==> src/rtl/ram_access_arbiter.sv <==
// Round-robin scheduler that shares one RAM/DMA port between three requesters
// (0 = file loader, 1 = decompress handler, 2 = CNN engine). One access at a
// time: a single read or write strobe is issued, completion is awaited under a
// timeout, and a one-cycle done pulse returns to the winner. All outputs are
// registered.
module ram_access_arbiter #(
  parameter int ADDR_W  = 16,
  parameter int DATA_W  = 8,
  parameter int TIMEOUT = 255,
  parameter int CNT_W   = 8
) (
  input  logic                  clk,
  input  logic                  RST,
  input  logic [2:0]            req,
  input  logic [2:0]            we,
  input  logic [3*ADDR_W-1:0]   addr,
  input  logic [3*DATA_W-1:0]   wdata,
  output logic [2:0]            grant,
  output logic [2:0]            done,
  output logic                  err,
  output logic [DATA_W-1:0]     rdata,
  output logic                  busy,
  output logic [ADDR_W-1:0]     ram_addr,
  output logic [DATA_W-1:0]     ram_wdata,
  output logic                  ram_rd,
  output logic                  ram_wr,
  input  logic [DATA_W-1:0]     ram_rdata,
  input  logic                  ram_done
);

  typedef enum logic [1:0] {
    ST_IDLE  = 2'd0,
    ST_ISSUE = 2'd1,
    ST_WAIT  = 2'd2,
    ST_RESP  = 2'd3
  } state_t;

  state_t              state_q, state_d;
  logic [1:0]          last_q, last_d;
  logic [1:0]          win_q, win_d;
  logic                we_q, we_d;
  logic [CNT_W-1:0]    cnt_q, cnt_d;
  logic [2:0]          grant_q, grant_d;
  logic [2:0]          done_q, done_d;
  logic                err_q, err_d;
  logic [DATA_W-1:0]   rdata_q, rdata_d;
  logic                busy_q, busy_d;
  logic [ADDR_W-1:0]   ram_addr_q, ram_addr_d;
  logic [DATA_W-1:0]   ram_wdata_q, ram_wdata_d;
  logic                ram_rd_q, ram_rd_d;
  logic                ram_wr_q, ram_wr_d;
  logic [1:0]          pick_s;

  // Round-robin search: start just after the previous winner and wrap mod 3.
  function automatic logic [1:0] rr_pick(input logic [2:0] r, input logic [1:0] last);
    logic [1:0] idx;
    logic [1:0] pick;
    logic       found;
    idx   = last;
    pick  = 2'd0;
    found = 1'b0;
    for (int s = 0; s < 3; s++) begin
      idx = (idx == 2'd2) ? 2'd0 : idx + 2'd1;
      if (!found && r[idx]) begin
        pick  = idx;
        found = 1'b1;
      end
    end
    return pick;
  endfunction

  assign pick_s = rr_pick(req, last_q);

  // Next-state and next-output logic; strobes and done default to a single cycle.
  always_comb begin
    state_d     = state_q;
    last_d      = last_q;
    win_d       = win_q;
    we_d        = we_q;
    cnt_d       = cnt_q;
    grant_d     = grant_q;
    done_d      = 3'b000;
    err_d       = 1'b0;
    rdata_d     = rdata_q;
    busy_d      = busy_q;
    ram_addr_d  = ram_addr_q;
    ram_wdata_d = ram_wdata_q;
    ram_rd_d    = 1'b0;
    ram_wr_d    = 1'b0;
    case (state_q)
      ST_IDLE: begin
        if (req != 3'b000) begin
          // Latch winner and its operands; the strobe is visible during ISSUE.
          win_d       = pick_s;
          we_d        = we[pick_s];
          ram_addr_d  = addr[int'(pick_s) * ADDR_W +: ADDR_W];
          ram_wdata_d = wdata[int'(pick_s) * DATA_W +: DATA_W];
          grant_d     = 3'b001 << pick_s;
          ram_rd_d    = ~we[pick_s];
          ram_wr_d    = we[pick_s];
          busy_d      = 1'b1;
          state_d     = ST_ISSUE;
        end else begin
          grant_d = 3'b000;
          busy_d  = 1'b0;
        end
      end
      ST_ISSUE: begin
        cnt_d   = {CNT_W{1'b0}};
        state_d = ST_WAIT;
      end
      ST_WAIT: begin
        // Completion has priority over a timeout landing in the same cycle.
        if (ram_done) begin
          if (!we_q) begin
            rdata_d = ram_rdata;
          end else begin
            rdata_d = rdata_q;
          end
          done_d  = grant_q;
          err_d   = 1'b0;
          state_d = ST_RESP;
        end else if (cnt_q == CNT_W'(TIMEOUT - 1)) begin
          done_d  = grant_q;
          err_d   = 1'b1;
          state_d = ST_RESP;
        end else begin
          cnt_d = cnt_q + CNT_W'(1);
        end
      end
      ST_RESP: begin
        last_d  = win_q;
        grant_d = 3'b000;
        busy_d  = 1'b0;
        state_d = ST_IDLE;
      end
      default: begin
        grant_d = 3'b000;
        busy_d  = 1'b0;
        state_d = ST_IDLE;
      end
    endcase
  end

  // State and output registers with synchronous reset; reset abandons any access.
  always_ff @(posedge clk) begin
    if (RST) begin
      state_q     <= ST_IDLE;
      last_q      <= 2'd2;
      win_q       <= 2'd0;
      we_q        <= 1'b0;
      cnt_q       <= {CNT_W{1'b0}};
      grant_q     <= 3'b000;
      done_q      <= 3'b000;
      err_q       <= 1'b0;
      rdata_q     <= {DATA_W{1'b0}};
      busy_q      <= 1'b0;
      ram_addr_q  <= {ADDR_W{1'b0}};
      ram_wdata_q <= {DATA_W{1'b0}};
      ram_rd_q    <= 1'b0;
      ram_wr_q    <= 1'b0;
    end else begin
      state_q     <= state_d;
      last_q      <= last_d;
      win_q       <= win_d;
      we_q        <= we_d;
      cnt_q       <= cnt_d;
      grant_q     <= grant_d;
      done_q      <= done_d;
      err_q       <= err_d;
      rdata_q     <= rdata_d;
      busy_q      <= busy_d;
      ram_addr_q  <= ram_addr_d;
      ram_wdata_q <= ram_wdata_d;
      ram_rd_q    <= ram_rd_d;
      ram_wr_q    <= ram_wr_d;
    end
  end

  assign grant     = grant_q;
  assign done      = done_q;
  assign err       = err_q;
  assign rdata     = rdata_q;
  assign busy      = busy_q;
  assign ram_addr  = ram_addr_q;
  assign ram_wdata = ram_wdata_q;
  assign ram_rd    = ram_rd_q;
  assign ram_wr    = ram_wr_q;

endmodule
==> config.mk <==
export PLATFORM = sky130hd
export DESIGN_NAME = ram_access_arbiter
export DESIGN_NICKNAME = d
export VERILOG_FILES = /design/src/rtl/ram_access_arbiter.sv
export SDC_FILE = /design/constraint.sdc
export NUM_CORES = 1
export LEC_CHECK = 0
export ABC_AREA = 1
export ABC_CLOCK_PERIOD_IN_PS = 3600
export BUFFER_PORTS_ARGS = -buffer_cell sky130_fd_sc_hd__buf_2
export CAP_MARGIN = 20
export CORE_MARGIN = 2
export CORE_UTILIZATION = 40
export CTS_CLUSTER_DIAMETER = 150
export CTS_CLUSTER_SIZE = 40
export DETAILED_ROUTE_END_ITERATION = 6
export GPL_ROUTABILITY_DRIVEN = 0
export GPL_TIMING_DRIVEN = 0
export PLACE_DENSITY = 0.69
export SLEW_MARGIN = 10
export SYNTH_ARGS = -nofsm -noshare
export SYNTH_HDL_FRONTEND = slang
export SYNTH_SLANG_ARGS = --single-unit
export TNS_END_PERCENT = 30
==> constraint.sdc <==
create_clock -name clk -period 3.6 [get_ports clk]
set_clock_uncertainty 0.05 [all_clocks]
set_input_delay 0.18 -clock clk [delete_from_list [all_inputs] [get_ports clk]]
set_output_delay 0.18 -clock clk [all_outputs]
set_load 0.005 [all_outputs]
==> flow_summary.json <==
{
  "cts_max_level": 3,
  "hold_viol": 0,
  "worst_slack_ns": 1.804,
  "antenna_left": 0,
  "r2r_cells": 8,
  "p_leak_nw": 2.099,
  "via_count": 3329,
  "cp_slowest_cell": "dfxtp_1",
  "clockRootBuffer": "clkbuf_8",
  "r2r_slack_ns": 1.80,
  "n_fill_cell": 704,
  "fin_area_um2": 4050,
  "wl_per_cell_um": 12.89,
  "crit_path_end_kind": "flip-flop",
  "core_um2": 7331,
  "synth.most_common_cell": "nand2_1",
  "die_area_um2": 8327,
  "num_rows": 31,
  "viasPerCell": 4.947,
  "drive_gt1_frac": 0.3014,
  "clk_latency_ns": 0.33,
  "hold_path.class": "input port to flip-flop",
  "finalMaxSlewViolations": 0,
  "nets": 665,
  "slowest_delay_ns": 0.44,
  "yosys_warnings": 0,
  "power_mw": 2.787,
  "syn-num-nets": 523,
  "drc": 0,
  "placed_cell_area_um2": 3820,
  "overflow": 0,
  "finalWirelength_um": 8676,
  "run_status": "finished, final reports clean",
  "synth_top_cell_area_share": 0.3747,
  "antenna_found_initial": 0,
  "relSlewSlack": 0.6913,
  "finalSetupViolCount": 0,
  "crit_path_frequent_cell": "nand4_1",
  "setup.worst_path.start_class": "flip-flop",
  "dp_slack_ns": 1.810,
  "port_buffers": 130,
  "min_to": "rdata[6]",
  "cts.reportedPaths.clkPinSlew_ns": 0.07,
  "first_global_vias": 3178,
  "timing.rr.end": "cnt_q[6]",
  "grt_usage": 0.2143,
  "clock_tree.buffer_depth": 2,
  "min_path_cells": 3,
  "path_cells": "inv_1 -> ha_1 -> nand4_1 -> nand3_2 -> nand2_1 -> buf_2 -> nand4_1 -> a21boi_0",
  "netlist_area_um2": 3045,
  "die_y_um": 91.26,
  "cts_tree": "yes",
  "cts_sinks": 57,
  "setup_tns_ns": 0,
  "synth_area_leaders": "dfxtp_1 37%, a21oi_1 11%, nand2_1 8.3%, nand3_1 6.7%, inv_1 6.3%",
  "seq_area_um2": 1141,
  "synth.distinct_cells": 32,
  "critPathArrivalTime_ns": 2.01,
  "netlist_instances": 427,
  "start_util": 0.4154,
  "ir_worst_vdd_v": 0.0003202,
  "path_max_fanout": 10,
  "drt_first_pass_iters": 5,
  "area_growth_pct": 32.99,
  "ys_top_cells_by_count": "67 x nand2_1, 64 x a21oi_1, 57 x dfxtp_1, 51 x inv_1, 41 x nand3_1",
  "numCtsBuffers": 9,
  "synth.largest_area_cell": "dfxtp_1",
  "die_x_um": 91.26,
  "grt_setup_unrepaired": "false",
  "powerDensity_nw_per_um2": 688.2,
  "min_from": "ram_rdata[6]",
  "synth-main-ff-cell": "dfxtp_1",
  "finalCritPeriodShare": 0.4990,
  "tightest_slew_ns": 0.4630,
  "grt_pass1_wl_um": 14360,
  "synth-edff-count": 0,
  "grt_max_degree": 11,
  "dp_hpwl_um": 6404,
  "synthArstFlopShare": 0,
  "critical_path_class": "flip-flop to flip-flop",
  "yosysSeqAreaShare": 0.3747,
  "timing.fmax_mhz": 556.7,
  "drtIter0Drc": 139,
  "diodes": 0,
  "maxCapViolations": 0,
  "ys_seq_elements": 57,
  "io_pins": 131,
  "avgSynthCellArea_um2": 7.132,
  "cp_data_required_time_ns": 3.81,
  "r2r-start": "cnt_q[0]",
  "post-route-min-period_ns": 1.796,
  "multi_input_area_um2": 1564
}
==> how the worst max path moves through the flow <==
stage | cells after the start | from | slack, ns | to
5_1_grt | 7 | state_q[0] | 1.58 | rdata[3]
4_1_cts | 8 | cnt_q[0] | 1.81 | cnt_q[6]
6_report | 8 | cnt_q[0] | 1.80 | cnt_q[6]
3_5_place_dp | 8 | cnt_q[0] | 1.81 | cnt_q[6]
2_1_floorplan | 10 | last_q[1] | 2.07 | ram_addr[3]
3_3_place_gp | 7 | state_q[0] | 1.84 | rdata[5]
==> power breakdown <==
part / leakage [nW] / internal [mW] / switching, mW
logic: 1.52 / 0.472 / 0.724
clock network: 0.113 / 0.407 / 0.254
registers: 0.468 / 0.826 / 0.104
total: 2.10 / 1.71 / 1.08
==> cell usage in the layout (no fill, tap or decap), types with 2 or more instances in the layout <==
| master | count |
|---|---|
| a21oi_1 | 64 |
| buf_2 | 137 |
| buf_6 | 5 |
| bufinv_16 | 2 |
| clkbuf_1 | 7 |
| clkbuf_8 | 11 |
| clkinv_2 | 2 |
| dfxtp_1 | 57 |
| ha_1 | 7 |
| inv_1 | 51 |
| nand2_1 | 67 |
| nand2_4 | 3 |
| nand3_1 | 41 |
| nand3_2 | 2 |
| nand3b_1 | 24 |
| nand4_1 | 8 |
| nor2_1 | 28 |
| nor2_2 | 2 |
| nor3_1 | 2 |
| o211ai_1 | 2 |
| o21ai_0 | 36 |
| xor2_1 | 2 |
==> routing by layer <==
| layer | vias to the layer above | share of wire | GRT usage |
|---|---|---|---|
| li1 | 1706 | - | - |
| met1 | 1513 | 0.44 | 0.2647 |
| met2 | 95 | 0.48 | 0.3562 |
| met3 | 15 | 0.055 | 0.05228 |
| met4 | 0 | 0.021 | 0.08965 |
| met5 | - | 0 | 0 |
==> per-stage QoR <==
step           std cells    util  hold slack [ns]
2_1_floorplan        427       -           0.2093
6_report             673  0.5525          0.01776
3_3_place_gp         656  0.5211           0.3363
4_1_cts              673  0.5525         0.009832
5_1_grt              673  0.5525          0.02872
3_5_place_dp         656  0.5211           0.3363
==> worst max-delay path: cells and delay by family, from the launching register on <==
kind	cells	cell delay [ns]
simple gates	4	0.54
buf+inv	2	0.33
fa+ha+maj	1	0.21
compound gates	1	0.16
flops	1	0.44
==> registers in the layout, indices dropped and copies added, names as in the netlist <==
register / cells
busy: 1
ram_wr: 1
we_q: 1
done: 3
err: 1
grant: 3
win_q: 2
last_q: 2
ram_addr: 16
rdata: 8
ram_wdata: 8
cnt_q: 8
state_q: 2
ram_rd: 1
==> repair_timing <==
item / in CTS / in global routing
endpoints found under the hold margin: 1 / 0
gates resized for setup: 0 / 0
hold buffers: 1 / 0
buffers inserted: 0 / 0
==> logic make-up (layout without fill, tap and decap cells) <==
logic type	count (synthesis)	count (layout)	synth area share
flops	57	57	0.3747
buf+inv	74	221	0.1117
xor+xnor	2	2	0.005753
compound gates	106	106	0.1791
fa+ha+maj	7	7	0.02876
simple gates	181	181	0.2999
==> area by class of cell <==
type / instances / share of cell area
well taps: 99 / 0.03058
inverters: 53 / 0.04974
plain buffers: 21 / 0.03429
multi-input cells: 296 / 0.3862
clock buffers: 11 / 0.03491
clock inverters: 5 / 0.01946
flip-flops and latches: 57 / 0.2817
repair buffers: 131 / 0.1631
Power figures use the tool's default switching activity.
